**src/rtl/state_sequencer.sv**
```systemverilog
// Button-driven state sequencer feeding the seven-segment display driver.
// Synchronises, debounces and edge-detects three buttons, then steps a wrap-around state code.
module state_sequencer #(
    parameter int DEBOUNCE_W = 20,
    parameter int NUM_STATES = 6,
    parameter int AUTO_W     = 27
) (
    input  logic       clk,
    input  logic       reset,
    input  logic       btn_next,
    input  logic       btn_prev,
    input  logic       btn_run,
    output logic [2:0] state,
    output logic       running,
    output logic       state_changed
);
    localparam int NB = 3;
    localparam int B_NEXT = 0;
    localparam int B_PREV = 1;
    localparam int B_RUN  = 2;
    localparam logic [2:0] LAST = 3'(NUM_STATES - 1);
    localparam logic [DEBOUNCE_W-1:0] CNT_MAX = '1;

    logic [NB-1:0]         sync1_q, sync1_d;
    logic [NB-1:0]         sync2_q, sync2_d;
    logic [NB-1:0]         deb_q, deb_d;
    logic [NB-1:0]         deb_prev_q, deb_prev_d;
    logic [DEBOUNCE_W-1:0] cnt_q [NB];
    logic [DEBOUNCE_W-1:0] cnt_d [NB];
    logic [NB-1:0]         press;

    logic [2:0]            state_q, state_d;
    logic                  running_q, running_d;
    logic                  changed_q, changed_d;
    logic [AUTO_W-1:0]     timer_q, timer_d;
    logic                  do_next, do_prev, expiry;

    function automatic logic [2:0] step_up(input logic [2:0] s);
        return (s == LAST) ? 3'd0 : s + 3'd1;
    endfunction

    function automatic logic [2:0] step_down(input logic [2:0] s);
        return (s == 3'd0) ? LAST : s - 3'd1;
    endfunction

    always_comb begin
        sync1_d    = {btn_run, btn_prev, btn_next};
        sync2_d    = sync1_q;
        deb_d      = deb_q;
        deb_prev_d = deb_q;
        for (int i = 0; i < NB; i++) begin
            cnt_d[i] = '0;
            // Count only unbroken mismatch; the level flips once the count saturates.
            if (sync2_q[i] != deb_q[i]) begin
                if (cnt_q[i] == CNT_MAX) deb_d[i] = sync2_q[i];
                else                     cnt_d[i] = cnt_q[i] + DEBOUNCE_W'(1);
            end
        end
        press = deb_q & ~deb_prev_q;
    end

    always_comb begin
        state_d   = state_q;
        running_d = running_q ^ press[B_RUN];
        timer_d   = timer_q;
        do_next   = press[B_NEXT] & ~press[B_PREV];
        do_prev   = press[B_PREV] & ~press[B_NEXT];
        expiry    = running_q & (&timer_q);
        // Manual presses override an expiring timer; a run press suppresses the auto step.
        if (press[B_NEXT] | press[B_PREV]) begin
            timer_d = '0;
            if (do_next)      state_d = step_up(state_q);
            else if (do_prev) state_d = step_down(state_q);
        end else if (press[B_RUN]) begin
            timer_d = '0;
        end else if (expiry) begin
            state_d = step_up(state_q);
            timer_d = '0;
        end else if (running_q) begin
            timer_d = timer_q + AUTO_W'(1);
        end else begin
            timer_d = '0;
        end
        changed_d = (state_d != state_q);
    end

    always_ff @(posedge clk or negedge reset) begin
        if (!reset) begin
            sync1_q    <= '0;
            sync2_q    <= '0;
            deb_q      <= '0;
            deb_prev_q <= '0;
            for (int i = 0; i < NB; i++) cnt_q[i] <= '0;
            state_q    <= '0;
            running_q  <= 1'b0;
            changed_q  <= 1'b0;
            timer_q    <= '0;
        end else begin
            sync1_q    <= sync1_d;
            sync2_q    <= sync2_d;
            deb_q      <= deb_d;
            deb_prev_q <= deb_prev_d;
            for (int i = 0; i < NB; i++) cnt_q[i] <= cnt_d[i];
            state_q    <= state_d;
            running_q  <= running_d;
            changed_q  <= changed_d;
            timer_q    <= timer_d;
        end
    end

    assign state         = state_q;
    assign running       = running_q;
    assign state_changed = changed_q;
endmodule

```
**config.mk**
```make
export PLATFORM = sky130hd
export DESIGN_NAME = state_sequencer
export DESIGN_NICKNAME = d
export VERILOG_FILES = /design/src/rtl/state_sequencer.sv
export SDC_FILE = /design/constraint.sdc
export NUM_CORES = 1
export LEC_CHECK = 0
export BUFFER_PORTS_ARGS = -buffer_cell sky130_fd_sc_hd__buf_2
export CAP_MARGIN = 30
export CORE_ASPECT_RATIO = 1.1
export CORE_UTILIZATION = 62
export CTS_CLUSTER_DIAMETER = 30
export DETAILED_ROUTE_END_ITERATION = 10
export GPL_ROUTABILITY_DRIVEN = 0
export PLACE_DENSITY = 0.84
export SETUP_SLACK_MARGIN = 0.02
export SYNTH_ARGS = -nofsm -noshare
export SYNTH_HDL_FRONTEND = slang
export SYNTH_SLANG_ARGS = --single-unit
```
**constraint.sdc**
```tcl
create_clock -name clk -period 2.4 [get_ports clk]
set_input_delay 0.6 -clock clk [delete_from_list [all_inputs] [get_ports clk]]
set_output_delay 0.6 -clock clk [all_outputs]
set_load 0.01 [all_outputs]
```
==> results of run 1 <==
## per-layer routing
metal,share of wire (%),global-route usage (%),vias to the layer above
li1,-,-,1666
met1,47,29.9,1686
met2,49,40.4,43
met3,2.5,3.46,16
met4,1.9,10.1,0
met5,0,0,-
## path summary, 6_finish.rpt
path / from / endpoint / slack [ns] / cells past startpoint
worst max-delay path: timer_q[0] / timer_q[9] / 0.33 / 6
worst min register to register: sync1_q[1] / sync2_q[1] / 0.35 / 0
worst max register to register: timer_q[0] / timer_q[9] / 0.33 / 6
max in group asynchronous: reset / cnt_q[43] / 1.75 / 2
worst min-delay path: reset / cnt_q[55] / 0.09 / 1
min in group clk: btn_next / sync1_q[0] / 0.34 / 1
## where the power goes
part	internal [W]	switching [W]	total (W)
Combinational	0.0000241	0.0000616	0.0000857
Clock	0.000596	0.000567	0.00116
Sequential	0.00177	0.0000150	0.00178
## cells by family after synthesis
| group | count (synthesis) | share of synthesized area [%] |
|---|---|---|
| AND/OR/NAND/NOR | 242 | 25.0 |
| flip-flops | 104 | 52.8 |
| buffers and inverters | 25 | 2.56 |
| multiplexers | 5 | 1.09 |
| XOR/XNOR | 79 | 14.0 |
| adder cells (fa/ha/maj) | 5 | 1.27 |
| AO/OA/AOI/OAI | 25 | 3.32 |
## synth_stat cells, types with 3 or more instances
cell type | count | share of area (%)
and3_1 | 12 | 1.5
mux2_2 | 3 | 0.68
o21ai_0 | 5 | 0.51
inv_1 | 14 | 1.1
nand2b_1 | 7 | 0.89
nor2_1 | 101 | 7.7
nand2_1 | 33 | 2.5
nor3_1 | 9 | 0.91
and4_1 | 12 | 2.1
a21o_1 | 3 | 0.46
xor2_1 | 43 | 7.6
ha_1 | 5 | 1.3
nand3_1 | 31 | 3.1
clkbuf_1 | 3 | 0.23
nand4_1 | 20 | 2.5
xnor2_1 | 36 | 6.4
or3_1 | 3 | 0.38
dfrtp_1 | 104 | 53
a21oi_1 | 9 | 0.91
buf_4 | 4 | 0.61
## worst max-delay path: cells and delay by family (launching register included)
kind	cells	cell delay (ns)
compound gates	1	0.49
simple gates	4	0.84
flops	1	0.41
fa+ha+maj	1	0.20
## flip-flops by register name, indices dropped and copies added, names as in the netlist
signal and flops:
cnt_q 60, sync1_q 3, deb_prev_d 3, running 1
deb_prev_q 3, state_changed 1, timer_q 27, state 3
sync2_q 3
## cells in the final DEF (no fill, tap or decap), types with 2 or more instances in the layout
cell type	instances
a21o_1	3
a21oi_1	9
and2_1	2
and3_1	12
and4_1	12
and4_4	2
buf_2	8
buf_4	6
clkbuf_8	13
dfrtp_1	104
ha_1	5
inv_1	14
mux2_2	3
mux2i_1	2
nand2_1	33
nand2b_1	7
nand3_1	31
nand4_1	20
nand4_2	2
nor2_1	101
nor3_1	9
nor4_1	2
o21ai_0	5
or3_1	3
xnor2_1	36
xor2_1	43
## final cells by class
class | instances | share of cell area (%)
multi-input combinational | 356 | 41.5
sequential | 104 | 49.0
timing repair buffer | 15 | 1.98
tap | 105 | 2.47
clock buffer | 14 | 3.44
clock inverter | 2 | 0.659
inverter | 14 | 0.989
## through the flow
stage | hold WS [ns] | cells | cell area [sq um]
global route | 0.103 | 610 | 5310
detailed placement | 0.335 | 594 | 5090
CTS | 0.102 | 610 | 5310
finish | 0.0937 | 610 | 5310
global placement | 0.334 | 594 | 5090
floorplan | 0.304 | 485 | 4930
==> key figures, run 1 <==
Status
  – Run status: finished clean

Global routing
  – Largest net degree at the start of global routing: 47
  – Initial antenna violation count: 0
  – GR Util All Layers: 23.6%
  – Aggregate global routing overflow: 0
  – Vias in the first global route: about 3500
  – First-pass GRT wire length: between 15000 and 20000 um

Timing
  – Worst-margin pin slew: 0.755 ns
  – Setup violators final: 0
  – Final slew viol count: 0
  – Worst Skew: around 0.012 ns
  – Hold Fails Final Rpt: 0
  – FMAX: 0.482 GHz
  – Period Utilization, post-route: around 86%
  – Total negative slack: 0 ns
  – Rel. slew slack: 49.3%
  – RSZ-0062 raised after global routing: false
  – Worst setup margin: 0.326 ns
  – Tmin final: 2.07 ns

Synthesis
  – EDFF count, synth: 0
  – Avg Inst Size Synth: approximately 10 sq um
  – Syn Nets: 495
  – Post-synth ARST share: 100%
  – Number of distinct library cells after synthesis: 42
  – Yosys reg bits: 104
  – Cells after Synth: 485
  – Synthesized area: 4930 sq um
  – Ys flop type: dfrtp_1
  – Synth warnings: 0
  – Sequential area share after synthesis: 52.8%

Floorplanning
  – Initial Utilization: 64.9%
  – Die W: 87.0 um
  – Die height: 95.5 um
  – Io pins: 10
  – Site Rows: 33
  – Core ar.: approximately 7600 sq um
  – Die area: 8320 sq um

Drt
  – Pre-antenna DRT Iters: 4
  – Vias: ~3400
  – Routed len/inst: roughly 14 um
  – Antenna-violating nets left: 0
  – Routed Wire Length: 8640 um
  – Vias per inst: between 5 and 6
  – DRC marker count from the first detailed-route iteration: 210
  – Drt drc: 0

Layout
  – Multi-input gate area: 2200 sq um
  – Seq. cell area: 2600 sq um
  – Layout cells sized above 1: 8.91%
  – Fill cells: 577
  – Ant diodes: 0
  – Area grow syn2layout: 7.71%
  – Finished Core Util: 69.9%
  – Post-layout nets: 510

Setup path
  – Crit path cell chain: ha_1, nand3_1, nand2b_1, nor2_2, a41o_2, nor2_1
  – CP peak stage delay: 0.49 ns
  – Slowest cell on the critical path: a41o_2
  – Crit. End Element: flip-flop
  – Worst setup path class: flip-flop to flip-flop
  – Setup crit start kind: flip-flop
  – Crit Path Max Fanout: 23
  – CP required: 2.63 ns
  – Critical Path AT: 2.31 ns

Power and ir drop
  – P_leak: 2.33 nW
  – Maximum VDD drop: 0.344 mV
  – PD cells: 571 nW/um^2
  – Total power: 0.00303 W

Clocking
  – Clock buffer depth: 2
  – Num CTS Buffers: 9
  – Clk Latency, worst-skew pair: 0.36 ns
  – Clock sink total: 104
  – Clock-pin slew on the worst setup and hold paths: about 0.09 ns
  – Cts repair resizes: 0
  – CTS tree: built
  – Postcts setup bufs: 0
  – Root Buffer: clkbuf_8
  – Htree depth: 3
  – CTS hold repair buffers: 0

Place
  – Post-DP HPWL: 5870 um
  – Place WS: between 0.3 and 0.4 ns
  – PortBufs: 9

Worst hold path
  – HP Class: input port to asynchronous set/reset pin

Run
  – Max-cap violation count: 0
Power figures use the tool's default switching activity.
==> inputs of run 2 (changes only) <==
BUFFER_PORTS_ARGS = -buffer_cell sky130_fd_sc_hd__buf_4   (was -buffer_cell sky130_fd_sc_hd__buf_2)
CORE_ASPECT_RATIO = 2   (was 1.1)
==> key figures, run 2 (synthesis results as in run 1) <==
Status
  – Run status: finished clean

Timing
  – Hold Worst Slack: 0.140 ns
  – Period Utilization, post-route: between 80% and 90%
  – Tmin final: 2.04 ns
  – Setup violators final: 0
  – Total negative slack: 0 ns
  – Worst setup margin: about 0.36 ns
  – RSZ-0062 raised after global routing: false
  – Hold Fails Final Rpt: 0
  – Worst-margin pin slew: 0.695 ns
  – Rel. slew slack: 53.4%
  – Final slew viol count: 0
  – Worst Skew: 0.00695 ns
  – FMAX: between 0.4 and 0.5 GHz

Clocking
  – Cts repair resizes: 0
  – CTS tree: built
  – Htree depth: 3
  – Postcts setup bufs: 0
  – Clock-pin slew on the worst setup and hold paths: 0.07 ns
  – Clk Latency, worst-skew pair: 0.35 ns
  – Clock buffer depth: 2
  – Num CTS Buffers: 9
  – Root Buffer: clkbuf_16
  – Clock sink total: roughly 100
  – CTS hold repair buffers: 0

Setup path
  – CP required: between 2 and 3 ns
  – Worst setup path class: flip-flop to flip-flop
  – R2r endpoint: timer_q[13]
  – Critical Path AT: 2.25 ns
  – Cell depth of the worst flop-to-flop path: 6
  – Crit Path Max Fanout: 23
  – R2r setup slk: between 0.3 and 0.4 ns
  – Crit. End Element: flip-flop
  – Critical R2R Launch: timer_q[0]
  – Setup crit start kind: flip-flop

Floorplanning
  – Site Rows: 45
  – Core ar.: ~7700 sq um
  – Initial Utilization: 64.4%
  – Io pins: 10
  – Die W: 65.1 um
  – Die area: 8340 sq um
  – Die height: 128 um

Layout
  – Biggest regs: cnt_q (60), timer_q (27)
  – Finished Core Util: 70.6%
  – Post-route non-filler standard cell count: 597
  – Seq. cell area: 2600 sq um
  – Commonest non-fill, non-tap cell in the layout: dfrtp_1
  – Layout cells sized above 1: 8.55%
  – Largest register FFs: 60
  – Commonest non-fill, non-tap cells in the layout: 104 x dfrtp_1, 101 x nor2_1, 43 x xor2_1
  – Multi-input gate area: 2200 sq um
  – Area grow syn2layout: 9.67%
  – Fill cells: 570
  – Ant diodes: 0
  – Largest Register: cnt_q
  – Post-layout nets: 508

Run
  – Max-cap violation count: 0

Global routing
  – Aggregate global routing overflow: 0
  – First-pass GRT wire length: 15700 um
  – Vias in the first global route: 3572
  – Initial antenna violation count: 0
  – GR Util All Layers: 24.6%
  – Largest net degree at the start of global routing: 53

Drt
  – Drt drc: 0
  – Routed Wire Length: a little over 9000 um
  – DRC marker count from the first detailed-route iteration: between 200 and 300
  – Routed len/inst: 15.3 um
  – Pre-antenna DRT Iters: 4
  – Antenna-violating nets left: 0
  – Vias per inst: 5.76
  – Vias: 3438

Power and ir drop
  – Maximum VDD drop: 0.493 mV
  – P_leak: around 2.4 nW
  – PD cells: 634 nW/um^2

Place
  – Post-DP HPWL: 6170 um
  – Place WS: between 0.3 and 0.4 ns
  – DP Cell Count: ~580
  – PortBufs: 9

Worst hold path
  – HP Class: input port to asynchronous set/reset pin
## run 2: cell types whose count changed in the layout (fill, tap and decap cells not counted), sizes merged
cell / previous run / this run
clkbuf: 14 / 11
clkinvlp: 0 / 2
buf: 15 / 13
bufinv: 1 / 2
## run 2: worst max path at each step
stage                     cells past startpoint           to        from
after global routing                          6  timer_q[17]  timer_q[0]
after CTS                                     6  timer_q[13]  timer_q[0]
after detailed placement                      6   timer_q[4]  timer_q[0]
final                                         6  timer_q[13]  timer_q[0]
after global placement                        6  timer_q[21]  timer_q[0]
after floorplan                               8    cnt_q[51]   cnt_q[40]
## run 2: cell type report
type                       instances  share of cell area (%)
tap                               94                    2.17
inverter                          14                   0.972
timing repair buffer              13                    2.04
sequential                       104                    48.1
multi-input combinational        356                    40.7
clock buffer                      11                    4.49
clock inverter                     5                    1.48
## run 2: per-layer routing
layer  vias up  global-route usage [%]  routed length [um]
met5         -                       0                   0
met4         0                    11.0                 180
met3        15                    5.52                 200
met2        53                    43.9                5050
met1      1707                    27.1                3700
li1       1663                       -                   -
## run 2: metrics by stage
stage | area (sq um) | total power, W
global route | 5410 | 0.00355
detailed placement | 5090 | 0.00191
global placement | 5090 | 0.00190
floorplan | 4930 | 0.00185
CTS | 5410 | 0.00347
finish | 5410 | 0.00343
## run 2: critical path, cell delays in order (launching register included)
cell      delay [ns]
dfrtp_1         0.39
ha_1            0.19
nand3_1         0.14
nand2b_1        0.34
nor2_2          0.25
a41o_2          0.49
nor2_1          0.11
## run 2: report_power, final
group	leakage (nW)	internal (W)	total, W	switching [W]
logic	0.776	0.0000247	0.0000877	0.0000629
clock network	0.152	0.000940	0.00155	0.000613
registers	1.43	0.00177	0.00179	0.0000161
total	2.36	0.00273	0.00343	0.000692
